<file path="src/rtl/huffman_table_loader.sv">
// huffman_table_loader: turns a UART byte stream (rx_data/data_ready/uart errors -> data_read) into lookup-table writes (wr_*/wr_ack) with status outputs (entry_count, table_done/decode_done, load_error/err_code)
module huffman_table_loader #(
  parameter int PATH_W = 16,
  parameter int LEN_W = 5,
  parameter int DEPTH = 256,
  parameter int ADDR_W = 8,
  parameter logic [7:0] EOT_CODE = 8'hFF
) (
  input  logic              clk,
  input  logic              n_rst,
  input  logic [7:0]        rx_data,
  input  logic              data_ready,
  input  logic              overrun_error,
  input  logic              framing_error,
  output logic              data_read,
  output logic              wr_en,
  output logic [ADDR_W-1:0] wr_addr,
  output logic [7:0]        wr_sym,
  output logic [LEN_W-1:0]  wr_len,
  output logic [PATH_W-1:0] wr_path,
  input  logic              wr_ack,
  output logic [ADDR_W:0]   entry_count,
  output logic              table_done,
  input  logic              decode_done,
  output logic              load_error,
  output logic [1:0]        err_code
);
  localparam int PATH_BYTES = (PATH_W + 7) / 8;
  localparam int CNT_W = PATH_BYTES > 1 ? $clog2(PATH_BYTES) : 1;
  typedef enum logic [2:0] {IDLE, GET_SYM, GET_LEN, GET_PATH, WRITE, DONE, ERROR} state_t;
  state_t state_q, state_d;
  logic [7:0] sym_q, sym_d;
  logic [LEN_W-1:0] len_q, len_d;
  logic [PATH_BYTES*8-1:0] path_q, path_d;
  logic [CNT_W-1:0] cnt_q, cnt_d;
  logic [ADDR_W:0] count_q, count_d, count_inc;
  logic [1:0] err_q, err_d;
  logic uart_err, getting, full;
  assign uart_err = overrun_error | framing_error;
  assign getting = state_q == GET_SYM || state_q == GET_LEN || state_q == GET_PATH;
  assign count_inc = count_q + 1'b1;
  assign full = count_inc == (ADDR_W+1)'(DEPTH);
  assign data_read = getting & data_ready & ~uart_err;
  assign wr_en = state_q == WRITE;
  assign wr_addr = count_q[ADDR_W-1:0];
  assign wr_sym = sym_q;
  assign wr_len = len_q;
  assign wr_path = path_q[PATH_W-1:0] & ~({PATH_W{1'b1}} << len_q);
  assign entry_count = count_q;
  assign table_done = state_q == DONE;
  assign load_error = state_q == ERROR;
  assign err_code = err_q;
  always_comb begin
    state_d = state_q;
    sym_d = sym_q;
    len_d = len_q;
    path_d = path_q;
    cnt_d = cnt_q;
    count_d = count_q;
    err_d = err_q;
    if (getting && uart_err) begin
      state_d = ERROR;
      err_d = 2'b01;
    end else begin
      case (state_q)
        IDLE: begin
          count_d = '0;
          if (data_ready) begin
            err_d = 2'b00;
            state_d = GET_SYM;
          end
        end
        GET_SYM: if (data_ready) begin
          sym_d = rx_data;
          state_d = GET_LEN;
        end
        GET_LEN: if (data_ready) begin
          if (rx_data == EOT_CODE) state_d = DONE;
          else if (rx_data == 8'd0 || int'(rx_data) > PATH_W) begin
            state_d = ERROR;
            err_d = 2'b10;
          end else begin
            len_d = rx_data[LEN_W-1:0];
            cnt_d = '0;
            state_d = GET_PATH;
          end
        end
        GET_PATH: if (data_ready) begin
          path_d[{cnt_q, 3'b000} +: 8] = rx_data;
          cnt_d = cnt_q + 1'b1;
          state_d = cnt_q == CNT_W'(PATH_BYTES - 1) ? WRITE : GET_PATH;
        end
        WRITE: if (wr_ack) begin
          count_d = count_inc;
          state_d = full ? ERROR : GET_SYM;
          err_d = full ? 2'b11 : err_q;
        end
        DONE: if (decode_done) begin
          count_d = '0;
          state_d = IDLE;
        end
        default: state_d = IDLE;
      endcase
    end
  end
  always_ff @(posedge clk or negedge n_rst) begin
    if (!n_rst) begin
      state_q <= IDLE;
      sym_q <= '0;
      len_q <= '0;
      path_q <= '0;
      cnt_q <= '0;
      count_q <= '0;
      err_q <= '0;
    end else begin
      state_q <= state_d;
      sym_q <= sym_d;
      len_q <= len_d;
      path_q <= path_d;
      cnt_q <= cnt_d;
      count_q <= count_d;
      err_q <= err_d;
    end
  end
endmodule

</file>
<file path="config.mk">
export PLATFORM = sky130hd
export DESIGN_NAME = huffman_table_loader
export DESIGN_NICKNAME = d
export VERILOG_FILES = /design/src/rtl/huffman_table_loader.sv
export SDC_FILE = /design/constraint.sdc
export NUM_CORES = 1
export LEC_CHECK = 0
export ABC_AREA = 1
export CAP_MARGIN = 20
export CORE_MARGIN = 4
export CORE_UTILIZATION = 44
export DETAILED_ROUTE_END_ITERATION = 7
export MAX_ROUTING_LAYER = met4
export PLACE_DENSITY = 0.81
export RECOVER_POWER = 25
export SYNTH_ARGS = -nofsm -noshare
export SYNTH_HDL_FRONTEND = slang
export SYNTH_SLANG_ARGS = --single-unit
</file>
<file path="constraint.sdc">
create_clock -name clk -period 1.5 [get_ports clk]
set_input_delay 0.15 -clock clk [delete_from_list [all_inputs] [get_ports clk]]
set_output_delay 0.15 -clock clk [all_outputs]
set_load 0.01 [all_outputs]
</file>
# Yosys cells after proc, flatten, opt, wreduce, memory -nomap -nowiden
# Index checks and enable logic that the tools add are counted.
[op_classes] bitwise_logic=9 mul=0 n_eq_ne=23 n_mux=29 magnitude_cmp=1 shift=3 n_reduce_logical=16 n_div=0 n_addsub=3
[ops] operator="$mux W3" n=11
[ops] operator="$pmux W9 S3" n=1
[ops] operator="$mux W9" n=2
[ops] operator="$pmux W3 S6" n=1
[ops] operator="$and A16 B16 Y16" n=1
[ops] operator="$bwmux W16" n=1
[ops] operator="$not A16 Y16" n=1
[ops] operator="$shift A8 B6 Y16 const A" n=1
[ops] operator="$shiftx A8 B6 Y16" n=1
[ops] operator="$shl A16 B5 Y16 const A" n=1
[ops] operator="$mux W2" n=7
[ops] operator="$ne A3 B1 Y1 const B" n=4
[ops] operator="$reduce_and A6 Y1" n=2
[ops] operator="$add A9 B1 Y9 const B" n=1
[ops] operator="$eq A3 B3 Y1 const B" n=3
[ops] operator="$eq A9 B9 Y1 const B" n=1
[ops] operator="$ne A3 B2 Y1 const B" n=3
[ops] operator="$eq A8 B8 Y1 const B" n=1
[ops] operator="$gt A8 B5 Y1 const B" n=1
[ops] operator="$logic_not A8 Y1" n=1
[ops] operator="$ne A2 B2 Y1 const B" n=4
[ops] operator="$reduce_and A7 Y1" n=1
[ops] operator="$eq A3 B2 Y1 const B" n=2
[ops] operator="$ne A3 B3 Y1 const B" n=2
[ops] operator="other kinds (19)" n=30
[word_totals] input_bits=15 ramBits=0 latchBits=0 ff_bits=44 memories=0 out_inout_bits=52 romBits=0

# Depth between registers and ports, before layout
# Gate-level depths: netlist of the first run.
[logic_depth] word_depth=7 mapped_depth=13

# Worst setup path after synthesis of the first run
# No wires, ideal clock.
[synth_timing] path_kind="reg-to-reg" startpoint="register count_q[0], in the netlist entry_count[0]" endpoint="register err_q[0], in the netlist err_code[0]" n_path_buf=0 path_stages_with_launch=13 arrival_time_ns=1.551 path_slack_ns=-0.169 path_cell_list="dfrtp_1 -> ha_1 -> nand2_1 -> nor2_1 -> nand2_1 -> nand2_1 -> nand2_1 -> nor2_1 -> nand3_1 -> nand2_1 -> nand4_1 -> nand2_1 -> nand2_1"
[synth_via] elab_chain_cells=4
[synth_lines] item="start: declaration" line="36" rtl="logic [ADDR_W:0] count_q, count_d, count_inc;"
[synth_lines] item="start signal: assignment" line="121" rtl="count_q <= count_d;"
[synth_lines] item="$add A9 B1 Y9" line="41" rtl="assign count_inc = count_q + 1'b1;"
[synth_lines] item="$eq A9 B9 Y1" line="42" rtl="assign full = count_inc == (ADDR_W+1)'(DEPTH);"
[synth_lines] item="$ne A3 B1 Y1 (no source line)"
[synth_lines] item="$reduce_and A7 Y1 (no source line)"
[synth_lines] item="end signal: assignment" line="122" rtl="err_q <= err_d;"
[synth_lines] item="end: declaration" line="37" rtl="logic [1:0] err_q, err_d;"
# No other way between the ends.
# A chain may end at the register's enable or synchronous reset.

# Final worst setup path of the first run
[layout_timing] startpoint="register count_q[1], in the netlist entry_count[1]" endpoint="register err_q[0], in the netlist err_code[0]"
# The elaborated chain is that of the path after synthesis.

==> reports/metrics.yaml, run 1 <==
die_w_um: 83.7
ys.warnings.count: 0
dp.final_hpwl_um: 5160
syn_area_um2: 2520
cp_max_fo: 3
pwr-share-clk: 0.134
std_cell_rows: 27
intPower_mw: 3.96
n_antenna_cell: 0
synth-seq-area-share: 0.436
max-clock-path-buffers: 2
yosysMostFrequentCell: "nand2_1"
synth-edff-count: 0
power_frac_seq: 0.284
io_pins: 67
synth.largest_area_cell: "dfrtp_1"
tightest_slew_ns: 1.01
via_per_inst: 5.53
finalPower_mw: 7.09
final_cells: 534
setup_viol: 20
die_h_um: 83.7
dp_cells: 505
path_class: "reg -> reg"
p_leak_nw: 2.18
route.antenna.remaining_nets: 0
overflow: 0
crit_arrival_ns: 1.98
wire_per_inst_um: 17.4
antenna_found_initial: 0
clock_skew_ns: 0.00738
whs_ns: 0.479
slew_headroom: 0.324
cts_tree: "built"
vias: 2955
grt_use_total: 0.227
ys.flop_type: "dfrtp_1"
setup_slack_ns: -0.283
p_sw_frac: 0.442
crit_required_ns: 1.70
fmax_mhz: 561
grt_pass1_vias: 2747
path_clk_slew_ns: 0.08
synth_cells: 333
synth.avg_cell_area_um2: 7.58
cp-start-kind: "flip-flop"
layout.nets: 478
drt_pass1_iterations: 5
drive_gt1_frac: 0.390
synth_fp_nets: 350
fin_crit_sh: 1.19
pwr-share-comb: 0.582
portBuffers: 66
initial_core_util: 0.456
async_flop_share: 1.00
grt_pass1_wl_um: 12600
ys_seq_elements: 44
place_worst_setup_slack_ns: -0.210
p_sw_mw: 3.13
clock_sinks: 44
h-tree-depth: 2
status: "finished with violations"
hold_class: "reg -> reg"
gp_congestion: 0.891
cts_inserted_buffers: 5
hold_viol: 0
area_delta_synth_final_pct: 62.3
rsz0062_at_grt: "yes"
peakVddDrop_mv: 0.940
root_buffer: "clkbuf_8"
cp-end-kind: "flip-flop"
wl_um: 9270
synth_common_cells: "86 x nand2_1, 44 x dfrtp_1, 43 x inv_1"
period_needed_ns: 1.78
synth_top_area_share: 0.436
synth.distinct_cells: 32
drt_iter0_markers: 326
clk_latency_ns: 0.30
synth_area_leaders: "dfrtp_1 44%, nand2_1 13%, inv_1 6.4%, o21ai_0 6.3%, nor2_1 4.9%"
pwr_density_cell_nw_per_um2: 1730
drt_drc_violations_left: 0
grt_start_max_net_pins: 45
violations: "setup timing"
drv_cap: 0
drv_slew: 0
dieArea_um2: 7010
design.core.area_um2: 5540
critical path, cell delays in order, from the launching register on:
cell     delay [ns]
dfrtp_2        0.44
ha_4           0.21
nand2_4        0.08
nor2_4         0.11
nand2_1        0.09
nand2_2        0.09
nand2_4        0.06
nor2_4         0.13
nand3_2        0.09
nand2_2        0.10
nand4_1        0.12
nand2_1        0.10
nand2_1        0.05
cells by family (layout without fill, tap and decap cells):
family,count (synthesis),after routing,synth area share
AOI/OAI and AO/OA,60,60,0.140
and+or+nand+nor,167,170,0.299
DFF,44,44,0.436
xor gates and xnor gates,1,1,0.00347
adders and majority gates,2,2,0.00991
buffers and inverters,59,185,0.112
metal layers:
| metal | share of wire | up-vias | track usage |
|---|---|---|---|
| li1 | - | 1334 | - |
| met1 | 0.38 | 1403 | 0.267 |
| met2 | 0.51 | 176 | 0.392 |
| met3 | 0.067 | 42 | 0.0286 |
| met4 | 0.041 | 0 | 0.0965 |
| met5 | 0 | - | - |
area by class of cell:
type	instances	area, um^2
clock inverters	3	46.3
repair buffers	131	1090
multi-input cells	233	1500
well taps	72	90.1
fillers	364	1440
inverters	46	195
flip-flops and latches	44	1110
clock buffers	5	68.8
repair_timing:
| action | in CTS | in global routing |
|---|---|---|
| setup endpoints to repair | 46 | 68 |
| gates cloned | 1 | 2 |
| hold buffers | 1 | 0 |
| pin swaps | 14 | 18 |
| hold endpoints to repair | 44 | 0 |
| resized for setup | 113 | 91 |
| buffers inserted | 16 | 4 |
cell usage in the layout, fill, tap and decap left out, drive strengths merged:
cell           synthesis  final
a21boi                 2      2
clkbuf                 0      7
o31ai                  1      1
a21oi                  6      6
nand4                  6      6
nand2                 91     93
nor4                   2      2
a31oi                  1      1
nand3                 23     23
bufinv                 0      1
dlygate4sd2            0     14
dfrtp                 44     44
inv                   46     46
clkdlybuf4s50          0     26
xor2                   1      1
nand3b                 1      2
o21ai                 45     45
or2                    1      1
buf                   13     82
o22ai                  2      2
a21o                   1      1
clkinvlp               0      1
nor2                  38     38
ha                     2      2
nor3                   5      5
clkinv                 0      1
o211ai                 2      2
dlygate4sd3            0      1
dlymetal6s2s           0      6
through the flow:
stage / instance area, um^2 / utilization / TNS (ns)
final: 4100 / 0.739 / -2.32
after global routing: 4100 / 0.739 / -4.40
after CTS: 3840 / 0.694 / -0.966
after detailed placement: 3550 / 0.641 / -2.38
after global placement: 3550 / 0.641 / -1.53
after floorplan: 2540 / - / -0.0684
state kept, by name (all words and copies together) (netlist names):
register     flops
wr_sym           8
err_code         2
entry_count      9
state_q          3
cnt_q            1
wr_len           5
path_q          16
power groups by stage:
| stage | clock [mW] | combinational [mW] | sequential (mW) |
|---|---|---|---|
| final | 0.949 | 4.13 | 2.02 |
| after detailed placement | 0 | 3.15 | 1.95 |
| after global placement | 0 | 3.07 | 1.93 |
| after global routing | 0.994 | 4.46 | 2.05 |
| after floorplan | 0 | 1.58 | 2.00 |
| after CTS | 0.961 | 3.48 | 1.92 |
worst paths after layout:
kind | start | endpoint | slack (ns) | cells past startpoint
max in group asynchronous | n_rst | state_q[0]$_DFFE_PN0P_ | 0.16 | 3
min in group asynchronous | n_rst | wr_sym[4]$_DFFE_PN0P_ | 0.65 | 3
worst max-delay path | entry_count[1]$_DFFE_PN0P_ | err_code[0]$_DFFE_PN0P_ | -0.28 | 12
worst max register to register | entry_count[1]$_DFFE_PN0P_ | err_code[0]$_DFFE_PN0P_ | -0.28 | 12
worst min-delay path | err_code[1]$_DFFE_PN0P_ | err_code[1]$_DFFE_PN0P_ | 0.48 | 2
worst min register to register | err_code[1]$_DFFE_PN0P_ | err_code[1]$_DFFE_PN0P_ | 0.48 | 2
(Power assumes the default switching activity.)
==> run 2: changes to the inputs <==
- TNS_END_PERCENT: default -> 5
==> run 2 against run 1 <==
The flow still finishes with violations (setup timing). Critical path depth did not move. Flip-flop and latch count is the same. First-iteration DRC count decreased by 23%. Die area unchanged. Routed wire length fell by 18%. Combinational power fell by 12%. Clock skew about the same. Register-to-register slack improved by 0.08 ns. Utilization is 4.7 points lower. Via count decreased by 9.9%. Fmax rose by 4.5%. Critical endpoint unchanged.
==> reports/metrics.yaml, run 2 (same netlist as run 1, synthesis figures left out) <==
dp.final_hpwl_um: 5210  # was 5160 um
antenna_found_initial: 0  # unchanged
p_sw_frac: 0.413  # was 0.442
cp_max_fo: 3  # unchanged
tightest_slew_ns: 0.694  # was 1.01 ns
io_pins: 67  # unchanged
fillers: 413  # was 364
critPathTopFamily: "simple AND/OR/NAND/NOR gates"  # unchanged
crit_start: "entry_count[1]$_DFFE_PN0P_"  # unchanged
clk_latency_ns: 0.30  # about the same
finalPower_mw: 6.57  # was 7.09 mW
p_sw_mw: 2.71  # was 3.13 mW
die_w_um: 83.7  # unchanged
n_antenna_cell: 0  # unchanged
place_worst_setup_slack_ns: -0.196  # was -0.210 ns
intPower_mw: 3.86  # was 3.96 mW
path_clk_slew_ns: 0.09  # was 0.08 ns
pwr_density_cell_nw_per_um2: 1710  # was 1730 nW/um^2
h-tree-depth: 2  # unchanged
largest_reg_flops: 16  # unchanged
setup_slack_ns: -0.207  # was -0.283 ns
clock_sinks: 44  # unchanged
cp-start-kind: "flip-flop"  # unchanged
peakVddDrop_mv: 1.07  # was 0.940 mV
pwr-share-comb: 0.556  # was 0.582
layout.nets: 464  # was 478
die_h_um: 83.7  # unchanged
drv_slew: 0  # unchanged
via_per_inst: 5.12  # was 5.53
overflow: 0  # unchanged
p_leak_nw: 2.05  # was 2.18 nW
final_cells: 520  # was 534
cp-end-kind: "flip-flop"  # unchanged
cp_slowest_cell: "dfrtp_2"  # unchanged
grt_use_total: 0.204  # was 0.227
cts_inserted_buffers: 5  # unchanged
dieArea_um2: 7010  # unchanged
multi_input_area_um2: 1320  # was 1500 um^2
top_register: "path_q"  # unchanged
grt_start_max_net_pins: 25  # was 45
gp_congestion: 0.859  # was 0.891
final_common_cell: "nand2_1"  # unchanged
root_buffer: "clkbuf_8"  # unchanged
vias: 2661  # was 2955
violations: "setup timing"  # unchanged
status: "finished with violations"  # unchanged
slew_headroom: 0.537  # was 0.324
dp_cells: 504  # was 505
pwr-share-clk: 0.140  # was 0.134
design.core.area_um2: 5540  # unchanged
fin_crit_sh: 1.14  # was 1.19
wire_per_inst_um: 14.5  # was 17.4 um
hold_class: "in -> async"  # was reg -> reg
std_cell_rows: 27  # unchanged
period_needed_ns: 1.71  # was 1.78 ns
slowest_delay_ns: 0.41  # was 0.44 ns
max-clock-path-buffers: 2  # unchanged
cp_num_buf_inv: 0  # unchanged
fmax_mhz: 586  # was 561 MHz
area_delta_synth_final_pct: 52.1  # was 62.3%
drt_drc_violations_left: 0  # unchanged
hold_viol: 0  # unchanged
final_cell_mix: "74 x nand2_1, 48 x buf_4, 38 x inv_1, 37 x dfrtp_1, 27 x clkdlybuf4s50_1"  # was 73 x nand2_1, 54 x buf_4, 38 x inv_1, 38 x dfrtp_1, 26 x clkdlybuf4s50_1
reg2reg_from: "entry_count[1]$_DFFE_PN0P_"  # unchanged
drive_gt1_frac: 0.339  # was 0.390
setup_viol: 21  # was 20
power_frac_seq: 0.304  # was 0.284
whs_ns: 0.424  # was 0.479 ns
drt_iter0_markers: 250  # was 326
seq_area_um2: 1110  # about the same
drv_cap: 0  # unchanged
rsz0062_at_grt: "yes"  # unchanged
route.antenna.remaining_nets: 0  # unchanged
cts_tree: "built"  # unchanged
grt_pass1_vias: 2537  # was 2747
crit_required_ns: 1.69  # was 1.70 ns
drt_pass1_iterations: 4  # was 5
initial_core_util: 0.456  # unchanged
path_cells: "ha_4 -> nand2_4 -> nor2_4 -> nand2_1 -> nand2_2 -> nand2_2 -> nor2_4 -> nand3_2 -> nand2_2 -> nand4_1 -> nand2_1 -> nand2_1"  # was ha_4 -> nand2_4 -> nor2_4 -> nand2_1 -> nand2_2 -> nand2_4 -> nor2_4 -> nand3_2 -> nand2_2 -> nand4_1 -> nand2_1 -> nand2_1
grt_pass1_wl_um: 11500  # was 12600 um
path_class: "reg -> reg"  # unchanged
crit_arrival_ns: 1.90  # was 1.98 ns
final_util: 0.693  # was 0.739
reg2reg_slack_ns: -0.21  # was -0.28 ns
clock_skew_ns: 0.00726  # was 0.00738 ns
wl_um: 7560  # was 9270 um
portBuffers: 66  # unchanged
run 2: final cells by class:
class / count / share of cell area
timing repair buffer: 120 / 0.267
clock buffer: 6 / 0.0189
multi-input combinational: 230 / 0.344
sequential: 44 / 0.289
tap: 72 / 0.0235
clock inverter: 2 / 0.00913
inverter: 46 / 0.0483
run 2: stage by stage:
stage	instance area (um^2)	setup TNS, ns
final	3840	-1.73
after CTS	3730	-1.07
after global placement	3540	-1.57
after detailed placement	3540	-2.72
after global routing	3840	-4.75
after floorplan	2540	-0.0882
run 2: routing by layer:
metal,GRT usage,share of wire
met5,-,0
met3,0.0296,0.054
met1,0.252,0.42
met2,0.333,0.49
met4,0.0921,0.028
run 2: repair_timing:
action	in CTS	in global routing
endpoints found under the setup margin	62	67
resized for setup	100	55
setup buffers	7	0
pin swaps	5	15
cloned	0	0
hold buffers	1	0
endpoints found under the hold margin	23	0
run 2: power by group through the flow:
| stage | sequential, mW | clock [mW] | combinational [mW] |
|---|---|---|---|
| 6_report | 2.00 | 0.920 | 3.65 |
| 2_1_floorplan | 2.00 | 0 | 1.58 |
| 5_1_grt | 2.04 | 0.961 | 4.00 |
| 3_5_place_dp | 1.95 | 0 | 3.20 |
| 3_3_place_gp | 1.94 | 0 | 3.12 |
| 4_1_cts | 1.95 | 0.921 | 3.46 |
run 2: path summary, 6_finish.rpt:
| check | cells after the start | endpoint |
|---|---|---|
| min in group clk | 2 | err_code[1]$_DFFE_PN0P_ |
| worst max-delay path | 12 | err_code[0]$_DFFE_PN0P_ |
| worst min register to register | 2 | err_code[1]$_DFFE_PN0P_ |
| max in group asynchronous | 3 | wr_len[0]$_DFFE_PN0P_ |
| worst max register to register | 12 | err_code[0]$_DFFE_PN0P_ |
| worst min-delay path | 2 | wr_sym[7]$_DFFE_PN0P_ |
run 2: worst register-to-register path: stages, from the launching register on:
cell and delay [ns]:
dfrtp_2 0.41, ha_4 0.18, nand2_4 0.07, nor2_4 0.13
nand2_1 0.09, nand2_2 0.09, nand2_2 0.08, nor2_4 0.13
nand3_2 0.07, nand2_2 0.09, nand4_1 0.11, nand2_1 0.09
nand2_1 0.06
==> run 3: changes to the inputs <==
- CORE_UTILIZATION: 44 -> 45
- CTS_BUF_LIST: default -> sky130_fd_sc_hd__clkbuf_2 sky130_fd_sc_hd__clkbuf_4 sky130_fd_sc_hd__clkbuf_8
- MAX_ROUTING_LAYER: met4 -> default
- PLACE_DENSITY: 0.81 -> 0.83
==> run 3 against run 2 <==
The flow still finishes with violations (setup timing). Non-clock buffer count shrank 3. First-iteration DRC count decreased by 33%. Clock power increased by 5.1%. Routed wire length shrank 2.4%. Die area is 2.0% lower. Hold slack improved by 0.064 ns. Critical path type unchanged. Largest cell class unchanged. Largest power group unchanged.
==> reports/metrics.yaml, run 3 (same netlist as run 1, synthesis figures left out) <==
seq_area_um2: 1110  # unchanged
clock_skew_ns: 0.00546  # was 0.00726 ns
cts_inserted_buffers: 5  # unchanged
route.antenna.remaining_nets: 0  # unchanged
path_clk_slew_ns: 0.09  # about the same
cp-start-kind: "flip-flop"  # unchanged
cp_max_fo: 3  # unchanged
hold_viol: 0  # unchanged
period_needed_ns: 1.72  # was 1.71 ns
drt_pass1_iterations: 5  # was 4
peakVddDrop_mv: 0.892  # was 1.07 mV
die_w_um: 82.9  # was 83.7 um
finalPower_mw: 6.32  # was 6.57 mW
top_register: "path_q"  # unchanged
design.core.area_um2: 5470  # was 5540 um^2
setup_viol: 21  # unchanged
std_cell_rows: 27  # unchanged
fmax_mhz: 581  # was 586 MHz
wl_um: 7380  # was 7560 um
drv_cap: 0  # unchanged
path_class: "reg -> reg"  # unchanged
fin_crit_sh: 1.15  # was 1.14
violations: "setup timing"  # unchanged
io_pins: 67  # unchanged
place_worst_setup_slack_ns: -0.221  # was -0.196 ns
setup_slack_ns: -0.221  # was -0.207 ns
max-clock-path-buffers: 2  # unchanged
slowest_delay_ns: 0.41  # about the same
crit_required_ns: 1.74  # was 1.69 ns
gp_congestion: 0.878  # was 0.859
drt_iter0_markers: 168  # was 250
p_leak_nw: 2.00  # was 2.05 nW
cp_slowest_cell: "dfrtp_2"  # unchanged
status: "finished with violations"  # unchanged
slew_headroom: 0.362  # was 0.537
grt_pass1_vias: 2464  # was 2537
clock_sinks: 44  # unchanged
root_buffer: "clkbuf_8"  # unchanged
drive_gt1_frac: 0.319  # was 0.339
drv_slew: 0  # unchanged
grt_use_total: 0.197  # was 0.204
largest_reg_flops: 16  # unchanged
grt_pass1_wl_um: 11400  # was 11500 um
clk_latency_ns: 0.30  # about the same
fillers: 459  # was 413
multi_input_area_um2: 1300  # was 1320 um^2
dp.final_hpwl_um: 5150  # was 5210 um
drt_drc_violations_left: 0  # unchanged
final_util: 0.686  # was 0.693
hold_class: "reg -> reg"  # was in -> async
final_cell_mix: "77 x nand2_1, 48 x buf_4, 41 x inv_1, 37 x dfrtp_1, 27 x clkdlybuf4s50_1"  # was 74 x nand2_1, 48 x buf_4, 38 x inv_1, 37 x dfrtp_1, 27 x clkdlybuf4s50_1
die_h_um: 82.9  # was 83.7 um
cp-end-kind: "flip-flop"  # unchanged
final_common_cell: "nand2_1"  # unchanged
n_antenna_cell: 0  # unchanged
portBuffers: 66  # unchanged
path_common_cell: "nand2_2"
h-tree-depth: 2  # unchanged
initial_core_util: 0.461  # was 0.456
cts_tree: "built"  # unchanged
layout.nets: 461  # was 464
rsz0062_at_grt: "yes"  # unchanged
vias: 2681  # was 2661
pwr_density_cell_nw_per_um2: 1680  # was 1710 nW/um^2
overflow: 0  # unchanged
path_cells: "ha_4 -> nand2_4 -> nor2_4 -> nand2_2 -> nand2_2 -> nand2_2 -> nor2_4 -> buf_4 -> nand4_1 -> nand3_1 -> nand2_1 -> inv_1"  # was ha_4 -> nand2_4 -> nor2_4 -> nand2_1 -> nand2_2 -> nand2_2 -> nor2_4 -> nand3_2 -> nand2_2 -> nand4_1 -> nand2_1 -> nand2_1
via_per_inst: 5.19  # was 5.12
grt_start_max_net_pins: 45  # was 25
wire_per_inst_um: 14.3  # was 14.5 um
antenna_found_initial: 0  # unchanged
tightest_slew_ns: 0.957  # was 0.694 ns
crit_arrival_ns: 1.96  # was 1.90 ns
whs_ns: 0.487  # was 0.424 ns
dieArea_um2: 6870  # was 7010 um^2
area_delta_synth_final_pct: 48.7  # was 52.1%
## run 3: worst paths after layout
| kind | start | to | slack [ns] | depth (start not counted) |
|---|---|---|---|---|
| setup / recovery | entry_count[0]$_DFFE_PN0P_ | state_q[1]$_DFFE_PN0P_ | -0.22 | 12 |
| hold reg to reg | path_q[3]$_DFFE_PN0P_ | path_q[3]$_DFFE_PN0P_ | 0.49 | 2 |
| max in group asynchronous | n_rst | state_q[0]$_DFFE_PN0P_ | 0.22 | 3 |
| min in group asynchronous | n_rst | entry_count[7]$_DFFE_PN0P_ | 0.62 | 3 |
| hold / removal | path_q[3]$_DFFE_PN0P_ | path_q[3]$_DFFE_PN0P_ | 0.49 | 2 |
| setup reg to reg | entry_count[0]$_DFFE_PN0P_ | state_q[1]$_DFFE_PN0P_ | -0.22 | 12 |
## run 3: layer usage
metal | global-route usage | up-vias | part of all wire
met2 | 0.335 | 109 | 0.51
met4 | 0.0505 | 0 | 0.013
li1 | - | 1285 | -
met1 | 0.262 | 1279 | 0.43
met3 | 0.0327 | 8 | 0.052
met5 | 0 | - | 0
## run 3: through the flow
stage                     area, um^2  std cells  setup TNS [ns]
after floorplan                 2540        333         -0.0882
after global placement          3520        501           -2.03
after detailed placement        3520        501           -2.76
after CTS                       3630        513           -1.02
after global routing            3750        517           -3.93
final                           3750        517           -1.81
## run 3: worst max-delay path: cells and delay by family (launching register included)
family / cells / cell delay (ns)
adders and majority gates: 1 / 0.19
and+or+nand+nor: 9 / 0.90
DFF: 1 / 0.41
buffers and inverters: 2 / 0.17
## run 3: timing repair
item	4_1_cts	5_1_grt
pin swaps	4	19
endpoints found under the setup margin	53	48
resized for setup	97	43
buffers inserted	3	4
endpoints found under the hold margin	44	0
hold buffers	1	0
## run 3: layout make-up
type,count,share of cell area
sequential,44,0.296
clock inverter,2,0.0103
tap,72,0.0240
clock buffer,6,0.0220
timing repair buffer,117,0.254
inverter,46,0.0473
multi-input combinational,230,0.347
## run 3: power breakdown
part | switching, mW | internal, mW | leakage, nW
clock network | 0.422 | 0.545 | 0.0614
registers | 0.335 | 1.62 | 0.569
logic | 1.82 | 1.58 | 1.37
total | 2.57 | 3.75 | 2.00
==> RTL change, RTL diff (config.mk and constraints of run 2) <==
`ADDR_W`: 8 -> 9.
--- a/src/rtl/huffman_table_loader.sv
+++ b/src/rtl/huffman_table_loader.sv
@@ -5,3 +5,3 @@
   parameter int DEPTH = 256,
-  parameter int ADDR_W = 8,
+  parameter int ADDR_W = 9,
   parameter logic [7:0] EOT_CODE = 8'hFF
Interface: changed (resized entry_count and wr_addr); port bits go from 67 to 69. The function was not compared with the original's and may differ.
==> RTL change against run 2 <==
- the flow still finishes with violations (setup timing)
- largest cell class unchanged
- sequential cell count up 1
- largest power group unchanged
- cell area up 2.9%
- final cell count up 3.8%
- sequential share of layout area down 0.17 points
- synthesized cell count up 2.4%
- area after synthesis up 2.0%
- die area up 1.8%
- critical endpoint is now err_code[1]
- via count up 3.8%
- total power down 4.0%
- wire length down 0.45%
- combinational power down 1%
- worst setup slack worse by 71 ps
==> RTL change: results (changes against run 2) <==
metric	value	unit	change
Fill cells	451		+9.2%
maximum vdd drop	0.988	mV	-7.3%
Pre-Repair DR Iteration Count	5		+1
Total Nets Final	484		+4.3%
routed length on met3	428	um	+4.9%
H-tree depth	2		unchanged
fraction of final layout cells sized beyond drive strength 1	0.323		-0.0166
Synth Warn #	0		unchanged
cells after synthesis	341		+2.4%
worst clock skew on the final layout	3.98	ps	-3.28 ps
result of the run	complete, but fails checks		
Clk Tree Root Cell	sky130_fd_sc_hd__clkbuf_8		
overall global routing resource usage	0.219		+0.0148
global-route wire length before repair	12500	um	+9.1%
largest net degree at the start of global routing	34		+36%
number of nets produced by synthesis	358		+2.3%
Fin Setup TNS	-2270	ps	-540 ps
main flop type after synthesis	sky130_fd_sc_hd__dfrtp_1		
combinational group share of total power	0.570		+0.014
cell count after placement	523		+3.8%
CP arrival	1980	ps	+80 ps
Commonest cells post-synth	90 x sky130_fd_sc_hd__nand2_1, 45 x sky130_fd_sc_hd__dfrtp_1, 45 x sky130_fd_sc_hd__inv_1		
port bufs	68		+3.0%
final cell count without fillers	540		+3.8%
Sw Pwr	2630	uW	-3.1%
biggest area contributors in the synthesized netlist	sky130_fd_sc_hd__dfrtp_1 44%, sky130_fd_sc_hd__nand2_1 13%, sky130_fd_sc_hd__inv_1 6.6%		
number of buffers inserted during clock tree synthesis	5		unchanged
vias per cell	5.12		about the same
slowest stage cell, crit path	sky130_fd_sc_hd__dfrtp_2		
highest routing layer actually used	met4		
number of DRC markers in iteration 0	206		-18%
maximum fanout encountered on the critical timing path	4		+1
half-perimeter wire length of the detailed placement result	5390	um	+3.5%
leak pwr	0.00205	uW	about the same
buffers from clock root to sink, at most	2		unchanged
FFs w/ async S/R, synth	1.00		unchanged
flip-flop count of the largest register after layout	16		unchanged
slew at the pin closest to its max-slew limit	759	ps	+65.4 ps
sequential fraction of design power	0.307		+0.003
metal1 wirelength	3110	um	-3.2%
distinct cell type count of the synthesized netlist	32		unchanged
wire length per cell after detailed routing	13.9	um	-4.1%
vias in the first global route	2788		+9.9%
Setup-failing EPs final	34		+62%
placed cell area	0.00369	sq mm	+4.2%
sequential element share of the synthesized area	0.437		+0.00103
Top reg by flops	path_q		
violations in the final reports	setup timing		
met2 wirelength from detailed routing	3880	um	+4.0%
number of enable flip-flop cells after synthesis	0		unchanged
weighted congestion reported at the end of routability-driven placement	0.892		+3.8%
largest incremental delay on the critical path	420	ps	
fin worst setup slack	-278	ps	-71.4 ps
[RTL change: logic make-up (layout without fill, tap and decap cells)]
family / after synthesis / in the layout / share of synthesized area
simple gates: 167 / 167 / 0.292
fa+ha+maj: 2 / 2 / 0.00972
buf+inv: 62 / 189 / 0.111
compound gates: 63 / 63 / 0.143
flops: 45 / 45 / 0.437
xor+xnor: 2 / 2 / 0.00680
[RTL change: per-layer routing]
layer / vias to the layer above / track usage
met5: - / -
met4: 0 / 0.0647
met3: 15 / 0.0265
met2: 106 / 0.385
met1: 1304 / 0.263
li1: 1338 / -
[RTL change: path summary, 6_finish.rpt]
| path | depth (start not counted) | startpoint | end | slack (ps) |
|---|---|---|---|---|
| max reg2reg | 12 | entry_count[1] | err_code[1] | -280 |
| min reg2reg | 2 | path_q[13] | path_q[13] | 490 |
| min in group clk | 2 | path_q[13] | path_q[13] | 490 |
| max | 12 | entry_count[1] | err_code[1] | -280 |
| max in group asynchronous | 3 | n_rst | entry_count[2] | 150 |
| min | 2 | n_rst | err_code[0] | 430 |
[RTL change: final cells by class]
type,instances,area share
multi-input cells,234,0.334
flip-flops and latches,45,0.287
repair buffers,132,0.285
inverters,49,0.0479
well taps,72,0.0228
clock buffers,5,0.0174
clock inverters,3,0.00539
[RTL change: metrics by stage]
step	setup WS [ps]	util	power [uW]
floorplan	-71.0	-	3490
CTS	-209	0.693	6170
finish	-278	0.704	6310
detailed placement	-287	0.658	5160
global placement	-241	0.658	5060
global route	-400	0.704	6780
[RTL change: what timing repair did]
item                                   CTS  global route
setup buffers                            7             1
resized for setup                      110            23
hold buffers                             1             0
pin swaps                                9            18
setup endpoints to repair               60            68
endpoints found under the hold margin   12             0
